**src/rtl/demux_stream_1xn.sv**
```systemverilog
// demux_stream_1xn: registered 1-to-N valid/ready stream demux with one-entry
// output register per channel and a saturating counter of illegal-select drops.
module demux_stream_1xn #(
  parameter int N = 4,
  parameter int WIDTH = 8,
  parameter int SEL_W = $clog2(N)
) (
  input  logic                 clk,
  input  logic                 rst,
  input  logic [WIDTH-1:0]     in_data,
  input  logic [SEL_W-1:0]     in_sel,
  input  logic                 in_valid,
  output logic                 in_ready,
  output logic [N*WIDTH-1:0]   out_data,
  output logic [N-1:0]         out_valid,
  input  logic [N-1:0]         out_ready,
  output logic [7:0]           drop_cnt
);
  logic [N-1:0]        vld_q;
  logic [WIDTH-1:0]    dat_q [N];
  logic [2**SEL_W-1:0] busy;
  logic                legal;
  logic                acc;
  // busy is padded to the full select range so illegal selects read as not busy
  always_comb begin
    busy = '0;
    busy[N-1:0] = vld_q & ~out_ready;
  end
  assign legal    = {1'b0, in_sel} < (SEL_W+1)'(N);
  assign in_ready = !busy[in_sel];
  assign acc      = in_valid & in_ready;
  assign out_valid = vld_q;
  for (genvar g = 0; g < N; g++) begin : g_out
    assign out_data[g*WIDTH +: WIDTH] = dat_q[g];
  end
  always_ff @(posedge clk) begin
    if (rst) begin
      vld_q    <= '0;
      drop_cnt <= '0;
      for (int i = 0; i < N; i++) dat_q[i] <= '0;
    end else begin
      for (int i = 0; i < N; i++) begin
        if (acc && in_sel == SEL_W'(i)) begin
          vld_q[i] <= 1'b1;
          dat_q[i] <= in_data;
        end else if (out_ready[i]) begin
          vld_q[i] <= 1'b0;
        end
      end
      if (acc && !legal && !(&drop_cnt)) drop_cnt <= drop_cnt + 8'd1;
    end
  end
endmodule

```
**config.mk**
```make
export PLATFORM = sky130hd
export DESIGN_NAME = demux_stream_1xn
export DESIGN_NICKNAME = d
export VERILOG_FILES = /design/src/rtl/demux_stream_1xn.sv
export SDC_FILE = /design/constraint.sdc
export NUM_CORES = 1
export LEC_CHECK = 0
export BUFFER_PORTS_ARGS = -buffer_cell sky130_fd_sc_hd__clkbuf_2
export CORE_UTILIZATION = 25
export CTS_CLUSTER_SIZE = 8
export DETAILED_ROUTE_END_ITERATION = 10
export SETUP_SLACK_MARGIN = 0.1
export SYNTH_ARGS = -nofsm -noshare
export SYNTH_HDL_FRONTEND = slang
export SYNTH_SLANG_ARGS = --single-unit
export TNS_END_PERCENT = 20
```
**constraint.sdc**
```tcl
create_clock -name clk -period 1.6 [get_ports clk]
set_input_delay 0.08 -clock clk [delete_from_list [all_inputs] [get_ports clk]]
set_output_delay 0.08 -clock clk [all_outputs]
set_load 0.005 [all_outputs]
```
==> metrics.md, run 1 <==
| Metric | Value |
|---|---|
| Run status | finished clean |
| Wire length of the first global-routing pass | 5.07 mm |
| Number of register bits inferred by synthesis | 36 |
| Number of buffer and inverter stages on the critical path | 1 |
| Clock Path Buffers | 2 |
| Distinct cells, synth | 22 |
| Final setup violation count | 0 |
| Layout cell share with drive strength beyond 1 | 0.385 |
| Area share of the largest cell type after synthesis | 0.608 |
| Final standard cell count with taps included and fillers excluded | 249 |
| Vias after detailed routing | 1133 |
| Peak supply drop | 0.000268 V |
| Synthesized cell area | 0.00158 mm^2 |
| Area Overhead vs Synth | 24.3% |
| Top cells by count, synth | sky130_fd_sc_hd__edfxtp_1 (32), sky130_fd_sc_hd__nor3_1 (32), sky130_fd_sc_hd__nand3b_1 (10), sky130_fd_sc_hd__buf_4 (9), sky130_fd_sc_hd__clkbuf_1 (5) |
| Power density over cell area | 981 mW/mm^2 |
| Fin crit period | 1.53 ns |
| Global placer's final weighted congestion | 0.745 |
| Kind of end point of the critical path | output port |
| Overflow after GRT | 0 |
| Worst stage delay on the critical path | 0.47 ns |
| Top Ports | 62 |
| Cell type of the slowest stage on the worst timing path | sky130_fd_sc_hd__mux4_2 |
| Area of the core region | 0.00603 mm^2 |
| Routed vias/inst | 4.55 |
| Final clock skew | 0.00487 ns |
| 1st-pass router iterations | 4 |
| Buffer cell driving the clock tree root | sky130_fd_sc_hd__clkbuf_8 |
| Deepest level of the CTS H-tree | 2 |
| Max_cap viols | 0 |
| Die Ht | 81.5 um |
| Routed len/inst | 14.2 um |
| X dimension of the die | 81.5 um |
| Die Outline Area | 0.00665 mm^2 |
| Total design power | 0.00193 W |
| Type of the worst setup path | register to output port |
| Share of synthesized area occupied by flip-flops and latches | 0.658 |
| Count of standard-cell rows | 28 |
| Critical path arrival | 1.45 ns |
| Clock buffer count from CTS | 5 |
| Endpoints failing hold | 0 |
| Gate count of the mapped netlist | 123 |
| Insertion delay to the later sink of the worst-skew pair | 0.28 ns |
| Final net count | 191 |
| Initial Util | 0.262 |
| Detailed Place HPWL | 2.67 mm |
| Critical path peak fanout | 3 |
| Final Max Tran Viols | 0 |
| Crit start category | register |
| Total instance count after detailed placement | 239 |
| Kind of cell with the highest combined delay on the critical path | multiplexers |
| Total global routing track utilization | 0.111 |
| Pin count of the biggest net entering global routing | 17 |
| Cell-by-cell trace of the critical path | or2b_1 -> mux4_2 -> clkbuf_2 |
| Total number of yosys warnings | 0 |
| DRC violation count after routing | 0 |
| Slew @ Worst Pin | 0.540 ns |
| Input/output buffers | 53 |
| # diodes | 0 |
| Via count of the first global-routing pass | 1006 |
| CTS tree | done |
| Number of DRC markers after the initial detailed-route iteration | 69 |
| FFs w/ async S/R, synth | 0 |
| Setup repair after global routing missed its margin | yes |
| Count of antenna-violating nets left after detailed routing | 0 |
| Lkg Pwr | 0.810 nW |
| EDFF count, synth | 32 |
| Data required, critical path | 1.52 ns |
| Ys flop type | sky130_fd_sc_hd__edfxtp_1 |
| Worst min path class | input pin to register |
| Drt total wl | 3.55 mm |
| TritonCTS sink count | 36 |
| Initial antenna violation count | 0 |
| Top cell type by total area after synthesis | sky130_fd_sc_hd__edfxtp_1 |
| Clock transition at the registers of the reported paths | 0.07 ns |
| Post-route fraction of the period consumed by the critical path | 0.957 |
| Core Util, Final | 0.326 |
| Mapped Avg Cell Area | 12.9 um^2 |
| Final total negative setup slack | 0 ns |
| Cell types occupying the most area after synthesis | sky130_fd_sc_hd__edfxtp_1 (61%), sky130_fd_sc_hd__nor3_1 (10%), sky130_fd_sc_hd__dfxtp_1 (5.1%), sky130_fd_sc_hd__nand3b_1 (4.7%), sky130_fd_sc_hd__buf_4 (4.3%) |
| Fmax | 653 MHz |
| Worst slew margin relative to its limit | 0.639 |
layout make-up:
| type | count | area, um^2 |
|---|---|---|
| Tap cell | 75 | 93.8 |
| Fill cell | 631 | 4060 |
| Sequential cell | 36 | 1040 |
| Multi-Input combinational cell | 73 | 437 |
| Timing Repair Buffer | 56 | 288 |
| Clock buffer | 7 | 96.3 |
| Inverter | 2 | 7.51 |
placed cells by master, fill, tap and decap left out, types with 2 or more instances in the layout:
cell,n
sky130_fd_sc_hd__nor2b_1,4
sky130_fd_sc_hd__or2b_1,2
sky130_fd_sc_hd__dfxtp_2,2
sky130_fd_sc_hd__buf_4,3
sky130_fd_sc_hd__dfxtp_1,2
sky130_fd_sc_hd__conb_1,8
sky130_fd_sc_hd__a41o_1,4
sky130_fd_sc_hd__edfxtp_1,32
sky130_fd_sc_hd__clkbuf_2,53
sky130_fd_sc_hd__nor3_1,32
sky130_fd_sc_hd__a21oi_1,4
sky130_fd_sc_hd__nand3b_1,10
sky130_fd_sc_hd__nand2b_1,4
sky130_fd_sc_hd__clkbuf_8,7
state kept, by name, indices dropped and copies added, names as in the netlist:
name / count
dat_q: 32
out_valid: 4
worst reg2reg max path: cells and delay by family (launching register included):
family,cells,cell delay (ns)
compound gates,1,0.35
flops,1,0.32
simple gates,1,0.23
buf+inv,1,0.14
metrics by stage:
stage	cell area (um^2)	hold slack (ns)	setup WS, ns
floorplan	1610	0.289	0.418
global placement	1840	0.433	0.359
detailed placement	1840	0.422	0.340
CTS	1970	0.116	0.0674
global route	1970	0.143	0.0256
finish	1970	0.128	0.0680
cells by family (layout without fill, tap and decap cells):
logic type	Yosys count	count (layout)	share of synthesized area
simple gates	56	56	0.205
flops	36	36	0.658
compound gates	8	8	0.0380
mux	1	1	0.0142
other cells	1	8	0.00237
buf+inv	21	65	0.0823
routing by layer:
layer	track usage	share of wire	vias to the layer above
met5	0	0	-
met4	0.0429	0.0048	0
met3	0.0433	0.099	2
met2	0.157	0.43	66
met1	0.152	0.47	526
li1	-	-	539
where the power goes:
| group | switching (W) | internal (W) |
|---|---|---|
| Combinational | 0.000108 | 0.0000676 |
| Sequential | 0.0000132 | 0.00107 |
| Clock | 0.000290 | 0.000383 |
worst paths after layout:
| kind | startpoint | endpoint | slack (ns) | depth (start not counted) |
|---|---|---|---|---|
| worst min register to register | out_valid[0] | out_valid[0] | 0.57 | 2 |
| worst max register to register | out_valid[1] | dat_q[1][6] | 0.27 | 3 |
| worst min-delay path | out_ready[3] | out_valid[3] | 0.13 | 3 |
| worst max-delay path | out_valid[3] | in_ready | 0.07 | 3 |
what timing repair did:
item                       in CTS  in global routing
gates resized for setup         2                  0
gates cloned                    0                  0
setup endpoints to repair       1                  1
buffers inserted                3                  0
hold buffers                    0                  0
No activity file was read; power rests on OpenSTA's default activity.
==> inputs of run 2 (changes only) <==
--- a/config.mk
+++ b/config.mk
@@ -6,9 +6,11 @@
 export NUM_CORES = 1
 export LEC_CHECK = 0
 export BUFFER_PORTS_ARGS = -buffer_cell sky130_fd_sc_hd__clkbuf_2
+export CORE_ASPECT_RATIO = 0.75
 export CORE_UTILIZATION = 25
 export CTS_CLUSTER_SIZE = 8
 export DETAILED_ROUTE_END_ITERATION = 10
+export MAX_ROUTING_LAYER = met4
 export SETUP_SLACK_MARGIN = 0.1
 export SYNTH_ARGS = -nofsm -noshare
 export SYNTH_HDL_FRONTEND = slang
==> run 2 against run 1 <==
Effect of this change: critical path depth did not move; hold slack better by 0.014 ns; utilization grew 0.69 points; final cell count grew 2.8%; final area rose by 0.76%; largest power group unchanged.
==> metrics.md, run 2 (same netlist as run 1, synthesis figures left out) <==
| Metric | Value |
|---|---|
| Core Util, Final | 0.333 (+0.00692) |
| Routed len/inst | 14.9 um (+4.7%) |
| Buffer cell driving the clock tree root | sky130_fd_sc_hd__clkbuf_8 |
| Logic gate share of total power | 0.098 (+0.007) |
| Routed vias/inst | 4.59 (+0.87%) |
| Max_cap viols | 0 (unchanged) |
| Worst min path class | input pin to register |
| Number of buffer and inverter stages on the critical path | 1 (unchanged) |
| Power density over cell area | 939 mW/mm^2 (-4.3%) |
| Via count of the first global-routing pass | 1079 (+7.3%) |
| Post-route fraction of the period consumed by the critical path | 0.955 (-0.00250) |
| Number of DRC markers after the initial detailed-route iteration | 37 (-46%) |
| Proportion of power drawn by the clock network | 0.322 (-0.027) |
| Run status | finished clean |
| Count of standard-cell rows | 24 (-14%) |
| Worst stage delay on the critical path | 0.47 ns (about the same) |
| Net switching component of the power | 0.000427 W (+3.8%) |
| Clock buffer count from CTS | 5 (unchanged) |
| CTS tree | done |
| X dimension of the die | 93.8 um (+15%) |
| Cell-by-cell trace of the critical path | or2b_1 -> mux4_2 -> clkbuf_2 |
| Pin count of the biggest net entering global routing | 17 (unchanged) |
| Data required, critical path | 1.52 ns (about the same) |
| TritonCTS sink count | 36 (unchanged) |
| Switching fraction of total power | 0.230 (+0.0164) |
| Number of flip-flops under the largest register name | 32 (unchanged) |
| Vias after detailed routing | 1175 (+3.7%) |
| Endpoints failing hold | 0 (unchanged) |
| Insertion delay to the later sink of the worst-skew pair | 0.28 ns (about the same) |
| Final setup violation count | 0 (unchanged) |
| 1st-pass router iterations | 5 (+1) |
| Clock Path Buffers | 2 (unchanged) |
| Crit start category | register |
| Detailed Place HPWL | 2.75 mm (+3.2%) |
| DRC violation count after routing | 0 (unchanged) |
| Slew @ Worst Pin | 0.556 ns (+0.0154 ns) |
| Critical path peak fanout | 2 (-1) |
| Global placer's final weighted congestion | 0.712 (-4.4%) |
| Leading cell types in the layout, fill and taps excluded | sky130_fd_sc_hd__clkbuf_2 (53), sky130_fd_sc_hd__nor3_1 (32), sky130_fd_sc_hd__edfxtp_1 (32) |
| Cell type of the slowest stage on the worst timing path | sky130_fd_sc_hd__mux4_2 |
| Seq pwr share | 0.581 (+0.021) |
| Final total negative setup slack | 0 ns (unchanged) |
| Initial antenna violation count | 0 (unchanged) |
| Fin crit period | 1.53 ns (-0.00401 ns) |
| Peak supply drop | 0.000269 V (+0.29%) |
| Kind of cell with the highest combined delay on the critical path | multiplexers |
| CTS Hold Buffers Added | 0 (unchanged) |
| Setup repair after global routing missed its margin | yes |
| Type of the worst setup path | register to output port |
| Final clock skew | 0.00733 ns (+0.00245 ns) |
| Final net count | 195 (+2.1%) |
| Layout cell share with drive strength beyond 1 | 0.393 (+0.00820) |
| Total global routing track utilization | 0.124 (+0.0123) |
| Area of the core region | 0.00595 mm^2 (-1.3%) |
| # diodes | 0 (unchanged) |
| Deepest level of the CTS H-tree | 2 (unchanged) |
| Die Outline Area | 0.00665 mm^2 (about the same) |
| Critical path arrival | 1.45 ns (about the same) |
| Count of antenna-violating nets left after detailed routing | 0 (unchanged) |
| Most common cell after layout, fill and taps aside | sky130_fd_sc_hd__clkbuf_2 |
| Top Ports | 62 (unchanged) |
| Area Overhead vs Synth | 25.2% |
| Register with the most flip-flops | dat_q |
| Internal power | 0.00143 W (-5.6%) |
| Kind of end point of the critical path | output port |
| Overflow after GRT | 0 (unchanged) |
| Die Ht | 70.9 um (-13%) |
| Fmax | 654 MHz (+0.26%) |
| Lkg Pwr | 0.819 nW (+1.1%) |
| Input/output buffers | 53 (unchanged) |
| Clock transition at the registers of the reported paths | 0.07 ns (about the same) |
| Drt total wl | 3.82 mm (+7.6%) |
| Worst slew margin relative to its limit | 0.629 (-0.0103) |
| Wire length of the first global-routing pass | 5.69 mm (+12%) |
| Final Max Tran Viols | 0 (unchanged) |
| Initial Util | 0.266 (+0.00353) |
[run 2: cell types whose count changed in the layout (fill, tap and decap cells not counted), sizes merged]
cell and delta:
clkbuf -1, buf +4, clkinv +1
[run 2: routing by layer]
metal / global-route usage / vias up / share of wire
li1: - / 551 / -
met1: 0.157 / 540 / 0.45
met2: 0.187 / 72 / 0.44
met3: 0.0387 / 12 / 0.099
met4: 0.0410 / 0 / 0.015
met5: - / - / 0
[run 2: timing repair]
action	4_1_cts	5_1_grt
endpoints found under the setup margin	1	1
buffers inserted	4	2
resized for setup	2	0
[run 2: worst register-to-register path: stages (launching register included)]
cell	delay (ns)
sky130_fd_sc_hd__dfxtp_2	0.32
sky130_fd_sc_hd__or2b_1	0.24
sky130_fd_sc_hd__buf_4	0.13
sky130_fd_sc_hd__buf_4	0.12
sky130_fd_sc_hd__a41o_1	0.36
[run 2: power by group through the flow]
stage                     Combinational, W  Sequential [W]  Clock [W]
after floorplan                   0.000103         0.00110          0
after global placement            0.000172         0.00110          0
after detailed placement          0.000175         0.00110          0
after CTS                         0.000180         0.00108   0.000612
after global routing              0.000199         0.00108   0.000647
final                             0.000181         0.00108   0.000598
[run 2: final cells by class]
| cell class | instances | area (um^2) |
|---|---|---|
| well taps | 78 | 97.6 |
| multi-input cells | 73 | 437 |
| clock inverters | 1 | 5.00 |
| inverters | 2 | 7.51 |
| fillers | 631 | 3970 |
| clock buffers | 6 | 72.6 |
| repair buffers | 60 | 318 |
| flip-flops and latches | 36 | 1040 |
[run 2: worst paths after layout]
kind / slack, ns / endpoint / from / cells past startpoint
min reg2reg: 0.58 / out_valid[0] / out_valid[0] / 2
max reg2reg: 0.13 / dat_q[3][7] / out_valid[3] / 4
min: 0.14 / out_valid[3] / rst / 2
max: 0.07 / in_ready / out_valid[3] / 3
[run 2: through the flow]
| step | cell area (um^2) | total power, W | hold slack, ns | worst slack [ns] | std cells |
|---|---|---|---|---|---|
| 6_report | 1980 | 0.00186 | 0.142 | 0.0720 | 256 |
| 3_3_place_gp | 1860 | 0.00127 | 0.431 | 0.361 | 243 |
| 4_1_cts | 1970 | 0.00187 | 0.140 | 0.0746 | 254 |
| 5_1_grt | 1980 | 0.00193 | 0.164 | 0.0282 | 256 |
| 2_1_floorplan | 1610 | 0.00121 | 0.289 | 0.418 | 130 |
| 3_5_place_dp | 1860 | 0.00128 | 0.419 | 0.338 | 243 |
==> inputs of run 3 (changes only) <==
--- a/config.mk
+++ b/config.mk
@@ -8,6 +8,7 @@
 export BUFFER_PORTS_ARGS = -buffer_cell sky130_fd_sc_hd__clkbuf_2
 export CORE_ASPECT_RATIO = 0.75
 export CORE_UTILIZATION = 25
+export CTS_BUF_LIST = sky130_fd_sc_hd__clkbuf_2 sky130_fd_sc_hd__clkbuf_4 sky130_fd_sc_hd__clkbuf_8
 export CTS_CLUSTER_SIZE = 8
 export DETAILED_ROUTE_END_ITERATION = 10
 export MAX_ROUTING_LAYER = met4
==> run 3 against run 2 <==
Effect of this change: combinational power barely moved; maximum frequency rose by 0.19%; setup slack improved by 0.0029 ns; critical path depth did not move; largest power group unchanged; highest routed layer unchanged.
==> metrics.md, run 3 (same netlist as run 1, synthesis figures left out) <==
| Metric | Value |
|---|---|
| Run status | finished clean |
| Buffer cell driving the clock tree root | sky130_fd_sc_hd__clkbuf_8 |
| Kind of cell with the highest combined delay on the critical path | multiplexers |
| Deepest level of the CTS H-tree | 2 (unchanged) |
| Data required, critical path | 1.52 ns (about the same) |
| Input/output buffers | 53 (unchanged) |
| Initial Util | 0.266 (unchanged) |
| Initial antenna violation count | 0 (unchanged) |
| Number of DRC markers after the initial detailed-route iteration | 32 (-14%) |
| Register with the most flip-flops | dat_q |
| Filler cell count | 631 (unchanged) |
| Switching fraction of total power | 0.227 (-0.00251) |
| Storage element area | 0.00104 mm^2 (unchanged) |
| Power density over cell area | 945 mW/mm^2 (+0.66%) |
| Cell type of the slowest stage on the worst timing path | sky130_fd_sc_hd__mux4_2 |
| Wire length of the first global-routing pass | 5.69 mm (unchanged) |
| DRC violation count after routing | 0 (unchanged) |
| # diodes | 0 (unchanged) |
| Placement Cell Area | 0.00186 mm^2 (unchanged) |
| Layout cell share with drive strength beyond 1 | 0.399 (+0.00562) |
| CTS Hold Buffers Added | 0 (unchanged) |
| Final Max Tran Viols | 0 (unchanged) |
| Count of antenna-violating nets left after detailed routing | 0 (unchanged) |
| Fmax | 656 MHz (+0.19%) |
| Endpoints failing hold | 0 (unchanged) |
| Peak supply drop | 0.000271 V (+0.55%) |
| Critical path arrival | 1.45 ns (about the same) |
| Area Overhead vs Synth | 25.5% |
| Lkg Pwr | 0.822 nW (+0.42%) |
| Top Ports | 62 (unchanged) |
| Clock transition at the registers of the reported paths | 0.07 ns (about the same) |
| Vias after detailed routing | 1162 (-1.1%) |
| Routed vias/inst | 4.54 (-1.1%) |
| Slew @ Worst Pin | 0.552 ns (-0.00376 ns) |
| Die Outline Area | 0.00665 mm^2 (unchanged) |
| Seq pwr share | 0.576 (-0.005) |
| Number of buffer and inverter stages on the critical path | 1 (unchanged) |
| Worst stage delay on the critical path | 0.47 ns (about the same) |
| Cell-by-cell trace of the critical path | or2b_1 -> mux4_2 -> clkbuf_2 |
| Footprint of the multi-input gates | 437 um^2 (unchanged) |
| Total global routing track utilization | 0.124 (unchanged) |
| Post-route fraction of the period consumed by the critical path | 0.953 (-0.00179) |
| TritonCTS sink count | 36 (unchanged) |
| Insertion delay to the later sink of the worst-skew pair | 0.28 ns (about the same) |
| Crit start category | register |
| Design Area, Final | 0.00198 mm^2 (+0.19%) |
| Clock Path Buffers | 2 (unchanged) |
| Kind of end point of the critical path | output port |
| Pin count of the biggest net entering global routing | 17 (unchanged) |
| Detailed Place HPWL | 2.75 mm (unchanged) |
| CTS tree | done |
| Fin crit period | 1.53 ns (-0.00287 ns) |
| Leading cell types in the layout, fill and taps excluded | sky130_fd_sc_hd__clkbuf_2 (53), sky130_fd_sc_hd__nor3_1 (32), sky130_fd_sc_hd__edfxtp_1 (32) |
| Most common cell after layout, fill and taps aside | sky130_fd_sc_hd__clkbuf_2 |
| Clock buffer count from CTS | 5 (unchanged) |
| Net switching component of the power | 0.000426 W (-0.25%) |
| Final total negative setup slack | 0 ns (unchanged) |
| Logic gate share of total power | 0.097 (about the same) |
| X dimension of the die | 93.8 um (unchanged) |
| Drt total wl | 3.82 mm (about the same) |
| 1st-pass router iterations | 5 (unchanged) |
| Core Util, Final | 0.334 (+0.000631) |
| Critical path peak fanout | 2 (unchanged) |
| Total design power | 0.00188 W (+0.85%) |
| Setup repair after global routing missed its margin | yes |
| Die Ht | 70.9 um (unchanged) |
| Routed len/inst | 14.9 um (about the same) |
| Proportion of power drawn by the clock network | 0.328 (+0.006) |
| Type of the worst setup path | register to output port |
| Area of the core region | 0.00595 mm^2 (unchanged) |
| Worst min path class | input pin to register |
| Internal power | 0.00145 W (+1.2%) |
| Final clock skew | 0.00753 ns (+0.000202 ns) |
| Worst slew margin relative to its limit | 0.631 (+0.00251) |
| Count of standard-cell rows | 24 (unchanged) |
| Global placer's final weighted congestion | 0.712 (unchanged) |
| Via count of the first global-routing pass | 1079 (unchanged) |
| Final net count | 195 (unchanged) |
| Overflow after GRT | 0 (unchanged) |
| Final setup violation count | 0 (unchanged) |
| Max_cap viols | 0 (unchanged) |
| Number of flip-flops under the largest register name | 32 (unchanged) |
==> run 3: cell count changes in the layout (fill, tap and decap cells not counted) <==
cell,previous run,this run
sky130_fd_sc_hd__clkbuf_1,1,0
sky130_fd_sc_hd__clkbuf_4,0,1
==> run 3: path summary, 6_finish.rpt <==
kind	startpoint	to	slack [ns]	cells past startpoint
max	out_valid[3]	in_ready	0.07	3
min	rst	out_valid[3]	0.15	2
max reg2reg	out_valid[3]	dat_q[3][7]	0.13	4
min reg2reg	out_valid[0]	out_valid[0]	0.57	2
==> run 3: timing repair <==
item,CTS,global route
endpoints found under the setup margin,1,1
buffers inserted,4,2
resized for setup,2,0
==> run 3: cell type report <==
| class | instances | area share |
|---|---|---|
| flip-flops and latches | 36 | 0.526 |
| multi-input cells | 73 | 0.220 |
| repair buffers | 60 | 0.160 |
| well taps | 78 | 0.0492 |
| clock buffers | 6 | 0.0385 |
| inverters | 2 | 0.00378 |
| clock inverters | 1 | 0.00252 |
==> run 3: per-stage QoR <==
stage	setup WS, ns	std cells	hold slack (ns)
6_report	0.0749	256	0.152
5_1_grt	0.0282	256	0.164
3_5_place_dp	0.338	243	0.419
2_1_floorplan	0.418	130	0.289
4_1_cts	0.0746	254	0.140
3_3_place_gp	0.361	243	0.431
==> run 3: power groups by stage <==
stage          combinational (W)  sequential [W]  clock, W
3_3_place_gp            0.000172         0.00110         0
5_1_grt                 0.000199         0.00108  0.000664
2_1_floorplan           0.000103         0.00110         0
3_5_place_dp            0.000175         0.00110         0
4_1_cts                 0.000180         0.00108  0.000628
6_report                0.000181         0.00108  0.000614
==> run 3: per-layer routing <==
metal	vias up	GRT usage	wire, um
li1	552	-	-
met1	530	0.157	1680
met2	72	0.187	1680
met3	8	0.0387	400
met4	0	0.0410	56
met5	-	-	0
